### src/rtl/cpu_pkg.sv
// Shared definitions for the memory port arbiter.
//  - arb_state_t : 2-bit arbiter FSM encoding (IDLE / ACCESS / DONE)
//  - OWNER_IF / OWNER_MEM : which pipeline stage owns the current access
//  - DEF_AW / DEF_DW : default address and data widths
package cpu_pkg;

  typedef enum logic [1:0] {
    ARB_IDLE   = 2'd0,
    ARB_ACCESS = 2'd1,
    ARB_DONE   = 2'd2
  } arb_state_t;

  localparam logic OWNER_IF  = 1'b0;
  localparam logic OWNER_MEM = 1'b1;

  localparam int DEF_AW = 32;
  localparam int DEF_DW = 32;

endpackage

### src/rtl/mem_timeout_ctr.sv
// Access watchdog for the memory port arbiter.
// Counts cycles spent waiting for mem_ready and flags the last allowed cycle.
// Ports:
//  clk       in  clock
//  rst_n     in  synchronous active-low reset
//  i_clr     in  clear count (asserted on every grant)
//  i_en      in  count enable (asserted while in ACCESS)
//  o_expired out high in the TIMEOUT-th enabled cycle since the last clear
module mem_timeout_ctr #(
  parameter int TIMEOUT = 64
) (
  input  logic clk,
  input  logic rst_n,
  input  logic i_clr,
  input  logic i_en,
  output logic o_expired
);

  localparam int CW = (TIMEOUT > 2) ? $clog2(TIMEOUT) : 1;

  logic [CW-1:0] r_cnt;

  always_ff @(posedge clk) begin
    if (!rst_n) begin
      r_cnt <= '0;
    end else if (i_clr) begin
      r_cnt <= '0;
    end else if (i_en) begin
      r_cnt <= r_cnt + CW'(1);
    end
  end

  // The first ACCESS cycle sees count 0, so TIMEOUT-1 marks the TIMEOUT-th cycle.
  assign o_expired = i_en && (r_cnt == CW'(TIMEOUT - 1));

endmodule

### src/rtl/mem_port_arbiter.sv
// Shares one single-port unified memory between instruction fetch (IF) and
// the MEM stage (lw/sw). Each access runs IDLE -> ACCESS -> DONE; the owner
// gets a one-cycle valid pulse in DONE. Stall outputs feed the hazard unit.
// Ports:
//  clk, rst_n                     clock, synchronous active-low reset
//  if_req/if_addr                 fetch request (level) and address
//  if_rdata/if_valid              fetched word and completion pulse
//  dm_read/dm_write/dm_addr/dm_wdata  load/store request from MEM stage
//  dm_rdata/dm_valid              load data and completion pulse
//  mem_req/mem_we/mem_addr/mem_wdata  memory-side request (latched)
//  mem_rdata/mem_ready            memory-side response
//  stall_if/stall_mem             combinational stall requests
//  bus_err                        sticky timeout flag
module mem_port_arbiter
  import cpu_pkg::*;
#(
  parameter int AW        = DEF_AW,
  parameter int DW        = DEF_DW,
  parameter int MEM_BURST = 4,
  parameter int TIMEOUT   = 64
) (
  input  logic          clk,
  input  logic          rst_n,
  input  logic          if_req,
  input  logic [AW-1:0] if_addr,
  output logic [DW-1:0] if_rdata,
  output logic          if_valid,
  input  logic          dm_read,
  input  logic          dm_write,
  input  logic [AW-1:0] dm_addr,
  input  logic [DW-1:0] dm_wdata,
  output logic [DW-1:0] dm_rdata,
  output logic          dm_valid,
  output logic          mem_req,
  output logic          mem_we,
  output logic [AW-1:0] mem_addr,
  output logic [DW-1:0] mem_wdata,
  input  logic [DW-1:0] mem_rdata,
  input  logic          mem_ready,
  output logic          stall_if,
  output logic          stall_mem,
  output logic          bus_err
);

  localparam int BW = $clog2(MEM_BURST + 1);

  arb_state_t    r_state;
  arb_state_t    w_next;
  logic          r_owner;
  logic          r_we;
  logic [AW-1:0] r_addr;
  logic [DW-1:0] r_wdata;
  logic [DW-1:0] r_if_rdata;
  logic [DW-1:0] r_dm_rdata;
  logic          r_bus_err;
  logic [BW-1:0] r_burst;

  logic w_mem_pend;
  logic w_grant_mem;
  logic w_grant_if;
  logic w_grant;
  logic w_in_access;
  logic w_expired;

  assign w_mem_pend  = dm_read | dm_write;
  assign w_in_access = (r_state == ARB_ACCESS);
  assign w_grant     = w_grant_mem | w_grant_if;

  always_ff @(posedge clk) begin
    if (!rst_n) begin
      r_state <= ARB_IDLE;
    end else begin
      r_state <= w_next;
    end
  end

  // MEM normally wins; after MEM_BURST back-to-back MEM grants with a fetch
  // waiting, IF gets the next slot. DONE never arbitrates, so a request that
  // is still held during its own valid pulse is not issued twice.
  always_comb begin
    w_next      = r_state;
    w_grant_mem = 1'b0;
    w_grant_if  = 1'b0;
    case (r_state)
      ARB_IDLE: begin
        if (w_mem_pend && ((r_burst < BW'(MEM_BURST)) || !if_req)) begin
          w_grant_mem = 1'b1;
        end else if (if_req) begin
          w_grant_if = 1'b1;
        end
        if (w_grant_mem || w_grant_if) begin
          w_next = ARB_ACCESS;
        end
      end
      ARB_ACCESS: begin
        if (mem_ready || w_expired) begin
          w_next = ARB_DONE;
        end
      end
      ARB_DONE: w_next = ARB_IDLE;
      default:  w_next = ARB_IDLE;
    endcase
  end

  always_ff @(posedge clk) begin
    if (!rst_n) begin
      r_owner    <= OWNER_IF;
      r_we       <= 1'b0;
      r_addr     <= '0;
      r_wdata    <= '0;
      r_if_rdata <= '0;
      r_dm_rdata <= '0;
      r_bus_err  <= 1'b0;
      r_burst    <= '0;
    end else begin
      if (w_grant_mem) begin
        r_owner <= OWNER_MEM;
        r_addr  <= dm_addr;
        r_wdata <= dm_wdata;
        // Simultaneous read and write is treated as a write.
        r_we    <= dm_write;
        // Grant is only possible with if_req high while below MEM_BURST.
        r_burst <= if_req ? (r_burst + BW'(1)) : '0;
      end else if (w_grant_if) begin
        r_owner <= OWNER_IF;
        r_addr  <= if_addr;
        r_we    <= 1'b0;
        r_burst <= '0;
      end

      // Ready wins over expiry in the last allowed cycle. Writes leave the
      // owner's read data untouched whether they complete or time out.
      if (w_in_access) begin
        if (mem_ready) begin
          if (!r_we) begin
            if (r_owner == OWNER_MEM) r_dm_rdata <= mem_rdata;
            else                      r_if_rdata <= mem_rdata;
          end
        end else if (w_expired) begin
          r_bus_err <= 1'b1;
          if (!r_we) begin
            if (r_owner == OWNER_MEM) r_dm_rdata <= '0;
            else                      r_if_rdata <= '0;
          end
        end
      end
    end
  end

  mem_timeout_ctr #(
    .TIMEOUT (TIMEOUT)
  ) u_timeout (
    .clk       (clk),
    .rst_n     (rst_n),
    .i_clr     (w_grant),
    .i_en      (w_in_access),
    .o_expired (w_expired)
  );

  assign mem_req   = w_in_access;
  assign mem_we    = r_we;
  assign mem_addr  = r_addr;
  assign mem_wdata = r_wdata;
  assign if_valid  = (r_state == ARB_DONE) && (r_owner == OWNER_IF);
  assign dm_valid  = (r_state == ARB_DONE) && (r_owner == OWNER_MEM);
  assign if_rdata  = r_if_rdata;
  assign dm_rdata  = r_dm_rdata;
  assign stall_if  = if_req & ~if_valid;
  assign stall_mem = w_mem_pend & ~dm_valid;
  assign bus_err   = r_bus_err;

endmodule

### config.mk
export PLATFORM = sky130hd
export DESIGN_NAME = mem_port_arbiter
export DESIGN_NICKNAME = d
export VERILOG_FILES = /design/src/rtl/cpu_pkg.sv /design/src/rtl/mem_timeout_ctr.sv /design/src/rtl/mem_port_arbiter.sv
export SDC_FILE = /design/constraint.sdc
export NUM_CORES = 1
export LEC_CHECK = 0
export ABC_AREA = 1
export CAP_MARGIN = 15
export CORE_ASPECT_RATIO = 1.4
export CORE_UTILIZATION = 43
export DETAILED_ROUTE_END_ITERATION = 8
export PLACE_DENSITY = 0.89
export SLEW_MARGIN = 25
export SYNTH_ARGS = -nofsm -noshare
export SYNTH_HDL_FRONTEND = slang
export SYNTH_SLANG_ARGS = --single-unit
### constraint.sdc
create_clock -name clk -period 2 [get_ports clk]
set_input_delay 0.4 -clock clk [delete_from_list [all_inputs] [get_ports clk]]
set_output_delay 0.4 -clock clk [all_outputs]
set_load 0.01 [all_outputs]
==> results <==
## worst max-delay path by stage
stage / to / slack [ns]
3_3_place_gp: stall_mem / -0.03
2_1_floorplan: if_rdata[2] / 0.49
3_5_place_dp: mem_wdata[1] / -0.05
6_report: stall_mem / 0.19
5_1_grt: stall_mem / 0.11
4_1_cts: if_valid / 0.04
## report_power, final
group	switching [mW]	total, mW	internal [mW]
clock network	1.21	3.22	2.01
logic	0.942	1.96	1.01
registers	0.146	3.24	3.09
## final cells by class
| class | count | area [µm²] | area share |
|---|---|---|---|
| tap | 189 | 236 | 0.0239 |
| clock buffer | 20 | 447 | 0.0452 |
| sequential | 142 | 2850 | 0.288 |
| clock inverter | 11 | 156 | 0.0158 |
| multi-input combinational | 576 | 2620 | 0.265 |
| inverter | 163 | 612 | 0.0619 |
| timing repair buffer | 294 | 2970 | 0.301 |
## cells by family after synthesis
| family | Yosys count |
|---|---|
| and+or+nand+nor | 460 |
| buffers and inverters | 221 |
| DFF | 142 |
| AOI/OAI and AO/OA | 112 |
| xor gates and xnor gates | 2 |
| adders and majority gates | 2 |
## registers in the layout (all words and copies together) (netlist names)
signal and cells:
if_rdata 32, mem_wdata 32, mem_addr 32, u_timeout.r_cnt 6, r_burst 3, r_state 2, bus_err 1, mem_we 1
dm_rdata 32, r_owner 1
## metal layers
| metal | part of all wire | track usage | wire (µm) |
|---|---|---|---|
| met1 | 0.37 | 0.238 | 6540 |
| met2 | 0.54 | 0.453 | 9730 |
| met3 | 0.061 | 0.0631 | 1090 |
| met4 | 0.030 | 0.105 | 530 |
| met5 | 0 | 0 | 0 |
## through the flow
stage | power, mW | setup TNS (ns) | hold slack, ns | cells
CTS | 8.51 | 0 | 0.447 | 1395
floorplan | 4.20 | 0 | 0.432 | 939
global placement | 5.21 | -0.0348 | 0.437 | 1364
global route | 8.84 | 0 | 0.475 | 1395
detailed placement | 5.26 | -0.0964 | 0.446 | 1364
finish | 8.41 | 0 | 0.458 | 1395
## layout by cell type (no fill, tap or decap), types with 4 or more instances in the layout
master and instances:
a21oi_1 36, buf_4 18, nand4_1 39, inv_6 4
clkdlybuf4s50_1 262, nor2_1 99, inv_1 152, nand2_1 306
buf_12 8, inv_2 10, o21ai_0 35, clkbuf_16 17
o211ai_1 33, nor2_4 4, dfxtp_1 140
## synthesized netlist by cell type (all sizes together), types with 2 or more instances
cell type | count | area [µm²]
buf | 38 | 201
nand2 | 309 | 1160
nand3 | 6 | 65.1
nand4 | 39 | 244
ha | 2 | 25.0
a21oi | 36 | 180
o22ai | 2 | 12.5
clkbuf | 20 | 75.1
inv | 161 | 604
dfxtp | 142 | 2840
xor2 | 2 | 17.5
clkinv | 2 | 7.51
o21ai | 39 | 199
o211ai | 33 | 248
nor2 | 105 | 429
## critical path, cell delays in order (launching register included)
cell           delay [ns]
dfxtp_1              0.34
inv_2                0.09
nand2_2              0.08
o21ai_0              0.17
inv_1                0.05
dlygate4sd2_1        0.27
==> impl_summary.log <==
[metrics] number of vias per cell after detailed routing: 4.68
[metrics] fin crit share: 0.906
[metrics] unrepaired setup endpoints after global routing: no
[metrics] placed wire-length estimate after detailed placement: 13.2 mm
[metrics] number of pins exceeding their max-slew limit in the final report: 0
[metrics] endpoints failing setup: 0
[metrics] synthesized-area fraction occupied by xor and xnor cells: 0.00276
[metrics] RR Endpoint: dm_rdata[3]
[metrics] row cnt: 52
[metrics] hold path startpoint: mem_addr[2]
[metrics] core region area: approximately 14000 µm²
[metrics] leakage power total: 4.43 nW
[metrics] Reg clk slew, reported paths: 0.06 ns
[metrics] EDFF count, synth: 0
[metrics] worst hold path endpoint: mem_addr[2]
[metrics] post-CTS repair timing setup buffer count: 0
[metrics] synthesized-area fraction occupied by adder cells: 0.00395
[metrics] result of the run: completed
[metrics] share of the yosys chip area belonging to registers: 0.448
[metrics] max-cap violation count: 0
[metrics] detail-routed net length per standard cell: 12.8 µm
[metrics] worst max-slew margin expressed relative to the limit: 0.557
[metrics] slack of the worst reg-to-reg path: approximately 0.32 ns
[metrics] maximum operating frequency: between 500 and 600 MHz
[metrics] share of synthesized area spent on multiplexers: 0
[metrics] endpoint type of the worst setup path: output port
[metrics] worst-case clock buffer depth: 2
[metrics] Min-Delay Path Depth: 2
[metrics] Startpoint Class: flop
[metrics] vias in the first global route: 6197
[metrics] number of register bits inferred by synthesis: 142
[metrics] initial antenna violation count: 0
[metrics] Resize count post-CTS: 7
[metrics] I/O Buffers: 268
[metrics] Synth Instances: 939
[metrics] worst ir drop on vdd: between 500 and 600 µV
[metrics] depth of the CTS H-tree: 4
[metrics] count of filler cells inserted in the layout: ~1200
[metrics] Global Route Usage Sum: 0.238
[metrics] main combinational cell family by area after synthesis: simple AND/OR/NAND/NOR gates
[metrics] horizontal die dimension: 105 µm
[metrics] number of hold-slack violations in the final timing report: 0
[metrics] number of different library cells in the post-synthesis netlist: 29
[metrics] fraction of registers with async set/reset: 0
[metrics] Die Y-Extent: around 150 µm
[metrics] antenna-violating nets left: 0
[metrics] placed instance area: 9280 µm²
[metrics] detailed router's first-iteration violation count: 236
[metrics] share of the core filled with cells in the final layout: 0.685
[metrics] largest clock skew in the final design: a little over 0.009 ns
[metrics] Main synth FF type: dfxtp_1
[metrics] syn avg cell area: 6.75 µm²
[metrics] Max Fanout on Critical Path: 4
[metrics] total via count in the routed design: ~6500
[metrics] critical path launch point: r_state[0]
[metrics] final routed DRC violation total: 0
[metrics] Crit path arrival time: 1.41 ns
[metrics] clock tree from TritonCTS: built
[metrics] final global-route overflow total: 0
[metrics] global-route wire length before repair: 29.1 mm
[metrics] post-synthesis simple-gate area fraction: 0.301
[metrics] Crit Reg-Reg Startpoint: u_timeout.r_cnt[1]
[metrics] post-synthesis net count: 1075
[metrics] TritonCTS buffer count: 17
[metrics] IO Count: 269
[metrics] PwrDens: 851 nW/µm²
[metrics] Clock Sinks: ~140
[metrics] number of nets in the final layout: 1330
[metrics] buffer type at the clock tree root: clkbuf_16
[metrics] starting utilization of the core area: 0.439
[metrics] Final Worst Setup Slack: between 0.15 and 0.2 ns
[metrics] later-pin clock latency in the skew report: ~0.41 ns
[metrics] post-route cell area: between 9000 and 10000 µm²
[metrics] layout overhead on the synthesized area: 56.0%
[metrics] count of cells along the worst register-to-register path: 10
[metrics] Post-CTS Hold Fix Bufs: 0
[metrics] number of warnings reported in the yosys synthesis log: 0
[metrics] Antenna Cells: 0
[metrics] layout cells sized above 1: 0.0680
[metrics] transition at the pin with the smallest max-transition slack: around 0.67 ns
[metrics] GP Congestion: 0.837
[metrics] largest net degree at the start of global routing: between 60 and 70
[metrics] post-synthesis instance area: 6340 µm²
[metrics] compound-gate portion of the synthesized area: 0.103
[metrics] die footprint: around 15000 µm²
[metrics] path type of the worst setup path: reg -> out
[metrics] number of detailed-route iterations in the first pass: 4
[metrics] final critical path time including I/O delays and setup: 1.81 ns
[metrics] Setup WS pre-CTS: -0.0489 ns
[metrics] data required time of the worst path: 1.60 ns
[metrics] wirelength, routed: 17.9 mm
[metrics] Tightest Hold Check Type: reg -> reg
Power figures use the tool's default switching activity.
